==> src/rtl/trap_unit.sv <==
// ============================================================================
// trap_unit : user-mode trap CSRs, exception/interrupt arbitration and
//             trap-entry/return redirect sequencing at the commit point.
// Revision  : 1.0
// ============================================================================
`default_nettype none

module trap_unit #(
  parameter int              XLEN       = 32,
  parameter int              NUM_EXC    = 16,
  parameter int              NUM_IRQ    = 4,
  parameter logic [XLEN-1:0] RESET_TVEC = 32'h0040_0000
) (
  input  logic               iCLK,
  input  logic               iRST_N,
  input  logic               iExValid,
  input  logic [NUM_EXC-1:0] iExVec,
  input  logic [XLEN-1:0]    iPC,
  input  logic [XLEN-1:0]    iInstr,
  input  logic [XLEN-1:0]    iBadAddr,
  input  logic               iUret,
  input  logic [NUM_IRQ-1:0] iIrq,
  input  logic               iCsrWe,
  input  logic [11:0]        iCsrAddr,
  input  logic [XLEN-1:0]    iCsrWData,
  output logic [XLEN-1:0]    oCsrRData,
  output logic               oTrapStall,
  output logic               oRedirect,
  output logic [XLEN-1:0]    oRedirectPC,
  output logic               oInHandler
);

  localparam logic [11:0] c_ADDR_USTATUS = 12'h000;
  localparam logic [11:0] c_ADDR_UIE     = 12'h004;
  localparam logic [11:0] c_ADDR_UTVEC   = 12'h005;
  localparam logic [11:0] c_ADDR_UEPC    = 12'h041;
  localparam logic [11:0] c_ADDR_UCAUSE  = 12'h042;
  localparam logic [11:0] c_ADDR_UTVAL   = 12'h043;
  localparam logic [11:0] c_ADDR_UIP     = 12'h044;

  typedef enum logic [0:0] {
    ST_IDLE    = 1'b0,
    ST_HANDLER = 1'b1
  } state_e;

  state_e               state_q, state_d;
  logic                 status_uie_q, status_uie_d;
  logic                 status_upie_q, status_upie_d;
  logic [NUM_IRQ-1:0]   uie_q, uie_d;
  logic [XLEN-1:0]      utvec_q, utvec_d;
  logic [XLEN-1:0]      uepc_q, uepc_d;
  logic [XLEN-1:0]      ucause_q, ucause_d;
  logic [XLEN-1:0]      utval_q, utval_d;
  logic                 usip_q, usip_d;
  logic [NUM_IRQ-1:0]   irq_q;
  logic                 redirect_q, redirect_d;
  logic [XLEN-1:0]      redirect_pc_q, redirect_pc_d;

  logic [XLEN-1:0]      w_ustatus;
  logic [XLEN-1:0]      w_uie;
  logic [XLEN-1:0]      w_uip;
  logic [NUM_IRQ-1:0]   w_irq_act;
  logic [XLEN-2:0]      w_exc_code;
  logic [XLEN-1:0]      w_exc_tval;
  logic [XLEN-2:0]      w_irq_code;
  logic                 w_exc_pend;
  logic                 w_irq_pend;
  logic                 w_trap;
  logic                 w_uret;
  logic [XLEN-1:0]      w_cause;
  logic [XLEN-1:0]      w_tval;
  logic [XLEN-1:0]      w_base;
  logic [XLEN-1:0]      w_target;

  // Architectural views of the packed status/enable/pending state.
  always_comb begin
    w_ustatus                 = '0;
    w_ustatus[0]              = status_uie_q;
    w_ustatus[4]              = status_upie_q;
    w_uie                     = '0;
    w_uie[NUM_IRQ-1:0]        = uie_q;
    w_uip                     = '0;
    w_uip[NUM_IRQ-1:0]        = irq_q;
    w_uip[0]                  = irq_q[0] | usip_q;
  end

  assign w_irq_act = uie_q & w_uip[NUM_IRQ-1:0];

  // Descending scan so the lowest set index is the last, winning assignment.
  always_comb begin
    w_exc_code = '0;
    w_exc_tval = '0;
    for (int i = NUM_EXC - 1; i >= 0; i--) begin
      if (iExVec[i]) begin
        w_exc_code = (XLEN-1)'(i);
        case (i)
          0, 1:          w_exc_tval = iPC;
          2:             w_exc_tval = iInstr;
          4, 5, 6, 7:    w_exc_tval = iBadAddr;
          default:       w_exc_tval = '0;
        endcase
      end
    end
  end

  always_comb begin
    w_irq_code = '0;
    for (int k = NUM_IRQ - 1; k >= 0; k--) begin
      if (w_irq_act[k]) begin
        w_irq_code = (XLEN-1)'(k);
      end
    end
  end

  assign w_exc_pend = iExValid & (|iExVec);
  assign w_irq_pend = (state_q == ST_IDLE) & iExValid & status_uie_q & (|w_irq_act);
  assign w_trap     = w_exc_pend | w_irq_pend;
  assign w_uret     = iExValid & iUret & ~w_trap;
  assign oTrapStall = w_trap | w_uret;

  assign w_cause = w_exc_pend ? {1'b0, w_exc_code} : {1'b1, w_irq_code};
  assign w_tval  = w_exc_pend ? w_exc_tval : '0;
  assign w_base  = {utvec_q[XLEN-1:2], 2'b00};

  always_comb begin
    w_target = uepc_q;
    if (w_trap) begin
      if (!w_exc_pend && (utvec_q[1:0] == 2'b01)) begin
        w_target = w_base + {w_irq_code[XLEN-3:0], 2'b00};
      end else begin
        w_target = w_base;
      end
    end
  end

  always_comb begin
    oCsrRData = '0;
    case (iCsrAddr)
      c_ADDR_USTATUS: oCsrRData = w_ustatus;
      c_ADDR_UIE:     oCsrRData = w_uie;
      c_ADDR_UTVEC:   oCsrRData = utvec_q;
      c_ADDR_UEPC:    oCsrRData = uepc_q;
      c_ADDR_UCAUSE:  oCsrRData = ucause_q;
      c_ADDR_UTVAL:   oCsrRData = utval_q;
      c_ADDR_UIP:     oCsrRData = w_uip;
      default:        oCsrRData = '0;
    endcase
  end

  // Software writes are applied first; trap/uret updates below override them.
  always_comb begin
    state_d       = state_q;
    status_uie_d  = status_uie_q;
    status_upie_d = status_upie_q;
    uie_d         = uie_q;
    utvec_d       = utvec_q;
    uepc_d        = uepc_q;
    ucause_d      = ucause_q;
    utval_d       = utval_q;
    usip_d        = usip_q;
    redirect_d    = w_trap | w_uret;
    redirect_pc_d = (w_trap | w_uret) ? w_target : redirect_pc_q;

    if (iCsrWe) begin
      case (iCsrAddr)
        c_ADDR_USTATUS: begin
          status_uie_d  = iCsrWData[0];
          status_upie_d = iCsrWData[4];
        end
        c_ADDR_UIE:    uie_d    = iCsrWData[NUM_IRQ-1:0];
        c_ADDR_UTVEC:  utvec_d  = iCsrWData;
        c_ADDR_UEPC:   uepc_d   = iCsrWData;
        c_ADDR_UCAUSE: ucause_d = iCsrWData;
        c_ADDR_UTVAL:  utval_d  = iCsrWData;
        c_ADDR_UIP:    usip_d   = iCsrWData[0];
        default: ;
      endcase
    end

    if (w_trap) begin
      uepc_d        = iPC;
      ucause_d      = w_cause;
      utval_d       = w_tval;
      status_upie_d = (state_q == ST_IDLE) ? status_uie_q : status_upie_q;
      status_uie_d  = 1'b0;
      state_d       = ST_HANDLER;
    end else if (w_uret) begin
      status_uie_d  = status_upie_q;
      status_upie_d = 1'b1;
      state_d       = ST_IDLE;
    end
  end

  always_ff @(posedge iCLK or negedge iRST_N) begin
    if (!iRST_N) begin
      state_q       <= ST_IDLE;
      status_uie_q  <= 1'b0;
      status_upie_q <= 1'b0;
      uie_q         <= '0;
      utvec_q       <= RESET_TVEC;
      uepc_q        <= '0;
      ucause_q      <= '0;
      utval_q       <= '0;
      usip_q        <= 1'b0;
      irq_q         <= '0;
      redirect_q    <= 1'b0;
      redirect_pc_q <= '0;
    end else begin
      state_q       <= state_d;
      status_uie_q  <= status_uie_d;
      status_upie_q <= status_upie_d;
      uie_q         <= uie_d;
      utvec_q       <= utvec_d;
      uepc_q        <= uepc_d;
      ucause_q      <= ucause_d;
      utval_q       <= utval_d;
      usip_q        <= usip_d;
      irq_q         <= iIrq;
      redirect_q    <= redirect_d;
      redirect_pc_q <= redirect_pc_d;
    end
  end

  assign oRedirect   = redirect_q;
  assign oRedirectPC = redirect_pc_q;
  assign oInHandler  = (state_q == ST_HANDLER);

endmodule

`default_nettype wire

==> config.mk <==
export PLATFORM = sky130hd
export DESIGN_NAME = trap_unit
export DESIGN_NICKNAME = d
export VERILOG_FILES = /design/src/rtl/trap_unit.sv
export SDC_FILE = /design/constraint.sdc
export NUM_CORES = 1
export LEC_CHECK = 0
export CAP_MARGIN = 20
export CORE_MARGIN = 2
export CORE_UTILIZATION = 46
export CTS_CLUSTER_SIZE = 20
export DETAILED_ROUTE_END_ITERATION = 12
export PLACE_DENSITY = 0.78
export SLEW_MARGIN = 25
export SYNTH_ARGS = -nofsm -noshare
export SYNTH_HDL_FRONTEND = slang
export SYNTH_SLANG_ARGS = --single-unit
==> constraint.sdc <==
create_clock -name iCLK -period 2.8 [get_ports iCLK]
set_input_delay 0.28 -clock iCLK [delete_from_list [all_inputs] [get_ports iCLK]]
set_output_delay 0.28 -clock iCLK [all_outputs]
set_load 0.05 [all_outputs]
==> summary.txt <==
Outcome: finished, final reports clean
Worst min path class: primary input to flop
# fillers: 1,593
Post-synth top flop: dfrtp_1
Met1 Use GR: 0.411
Synthesis-stage register bit count: 173
Cell Chain, Critical Path: clkdlybuf4s50_1 > nor4_2 > and2_1 > buf_4 > nand3_1 > nor2_2 > buf_4 > a22oi_1 > nand3_1 > buf_12
Die Span Y: 148 µm
Cell internal pwr: 4440 µW
Cell family with most CP delay: simple AND/OR/NAND/NOR gates
Synthesized Nets: 1,304
Die area: 22,000 µm²
Min Hold Slack: 0.276 ns
I/O pin count: 232
NetSw: 1740 µW
Yosys cell types: 59
H-tree Lvls: 4
Slew @ Worst Pin: 0.869 ns
Kind of critical path: primary input to output pin
Origin of the critical flop-to-flop path: usip_q
DRC Markers: 0
Commonest cells in the netlist: nand2_1, dfrtp_1, nor2_1
Max_cap viols: 0
Share of cells above drive strength 1: 0.162
Slowest stage delay, CP: 0.43 ns
Clock network power share: 0.382
Clk_skew: 0.00837 ns
Tmin final: 2.74 ns
CP max-delay cell: clkdlybuf4s50_1
Routed WL: 35,000 µm
Worst R2R Setup Slack: 0.10 ns
Max Fanout on Critical Path: 11
Post-synth ARST share: 1.00
Max Slew Vio Count: 0
Number of nets still failing antenna checks after routing: 0
Reg-to-Reg End: oRedirectPC[31]
Reg clk slew, reported paths: 0.07 ns
Count leader, synth: nand2_1
Final WS setup: 0.0637 ns
DIE WIDTH: 148 µm
Post-Route Utilization: 0.673
LEAKAGE: 0.00588 µW
Highest Clock Rate: 365 MHz
Met3 usage: 0.0733
Number of global-route vias before repair: 10,105
Skew-Pair Late Insertion Delay: 0.44 ns
Row count: 52
Tcrit/Tclk final: 0.977
Worst hold start: iIrq[3]
Pwr dens: 451 nW/µm²
Iteration-0 DRC Markers: 1,113
Placed inst area: 13,100 µm²
Sw frac: 0.282
Synthesized area per cell: 8.44 µm²
Buf/Inv on CP: 4
CP Data Arrival Time: 2.46 ns
Synth area leaders: dfrtp_1, nand2_1, a21oi_1
Initial Util: 0.471
Total GRT Usage: 0.317
Area Overhead vs Synth: 42.9%
Top Usage Layer GRT: met2
HPWL after DPL: 24,500 µm
Required time worst endpoint: 2.52 ns
Via count: 10,245
Detail-routed via count per cell: 6.11
Pre-CTS setup slack: -0.159 ns
Met2 usage: 0.507
Total CTS buffers: 17
EDFF count, synth: 0
GP Congestion: 0.916
Sequential Area: 4330 µm²
# setup viols final: 0
Max clock buf depth: 2
Mapped Area: 9590 µm²
Hold Fails Final Rpt: 0
CTS tree: yes
Post-synth top area share: 0.449
First-pass GRT wire length: 54,200 µm
Buffers on Ports: 231
Antenna violations before repair: 0
VDD IR max: 412 µV
Largest area contributor in the synthesized netlist: dfrtp_1
Rel. slew slack: 0.418
Worst R2R Path Depth: 11
Clock Tree Root: clkbuf_16
Seq pwr share: 0.446
Crit start category: primary input
YS warnings: 0
Multi-input logic area: 4950 µm²
Drt wl/cell: 20.9 µm
WHS Endpoint: irq_q[3]
Worst hold path depth: 1
Total grt overflow: 0
Sequential area share after synthesis: 0.452
Detailed Routing Iterations Pass 1: 6
Finished Cell Area: 13,700 µm²
Logic pwr share: 0.172
# diodes: 0
Core outline area: 20,400 µm²
Worst setup EP type: output pin
Largest net degree at the start of global routing: 62
Final #Nets: 1,563
Mapped Cells: 1,136
Clock Sinks: 173
Total power: 6180 µW
==> layer usage <==
layer / share of wire / vias up / wire [µm]
li1: - / 4590 / -
met4: 0.039 / 0 / 1370
met5: 0 / - / 0
met3: 0.11 / 106 / 3770
met1: 0.39 / 4907 / 13600
met2: 0.46 / 642 / 16200
==> per-stage QoR <==
step	instances	setup TNS, ns
2_1_floorplan	1136	0
3_3_place_gp	1644	-0.453
3_5_place_dp	1644	-1.68
4_1_cts	1678	-0.00817
5_1_grt	1678	-0.190
6_report	1678	0
==> layout by cell type, fill, tap and decap left out, drive strengths merged, types with 17 or more instances in the layout <==
cell and n:
o21ai 39, buf 128, dfrtp 172, a222oi 29, nor3 41, a21oi 92
a31oi 40, mux2 38, clkdlybuf4s50 197, and3 33, clkbuf 19, a221oi 34
nand2 304, nor2 95, nand3 17
==> power groups by stage <==
| stage | registers (µW) | logic (µW) | clock network, µW |
|---|---|---|---|
| after floorplan | 2890 | 351 | 0 |
| after global placement | 2790 | 1030 | 0 |
| after detailed placement | 2800 | 1050 | 0 |
| after CTS | 2750 | 1060 | 2360 |
| after global routing | 2770 | 1150 | 2470 |
| final | 2760 | 1060 | 2360 |
==> layout make-up <==
type,instances,area share
multi-input cells,871,0.361
flip-flops and latches,173,0.316
repair buffers,326,0.254
clock buffers,19,0.0316
well taps,270,0.0247
clock inverters,13,0.0102
inverters,6,0.00164
==> worst max path at each step <==
stage                     slack (ns)        start               to  cells past startpoint
after floorplan                 0.05       usip_q  oRedirectPC[31]                      9
after global placement         -0.11    iExVec[8]  oRedirectPC[31]                      8
after detailed placement       -0.16    iExVec[8]  oRedirectPC[15]                      8
after CTS                     -0.008       usip_q  oRedirectPC[31]                     11
after global routing           -0.04  iCsrAddr[3]     oCsrRData[2]                     10
final                           0.06  iCsrAddr[3]     oCsrRData[2]                     10
==> cell families (layout without fill, tap and decap cells) <==
logic type,Yosys count,in the layout,share of synthesized area
compound gates,263,263,0.183
simple gates,537,537,0.250
mux,42,42,0.0488
xor+xnor,26,26,0.0238
buf+inv,92,364,0.0380
flops,173,173,0.452
fa+ha+maj,3,3,0.00470
==> sequential cells by signal, indices dropped and copies added, names as in the netlist <==
signal and flops:
status_upie_q 1, uie_q 4, oRedirect 1, utvec_q 32
uepc_q 32, oRedirectPC 32, oInHandler 1, ucause_q 32
usip_q 1, irq_q 4, status_uie_q 1, utval_q 32
==> timing repair <==
item / CTS / global route
resized for setup: 5 / 6
hold buffers: 1 / 0
hold endpoints to repair: 59 / 0
endpoints found under the setup margin: 9 / 38
setup buffers: 1 / 0
pin swaps: 1 / 1
Note: power is estimated with default switching activity, not from simulation.
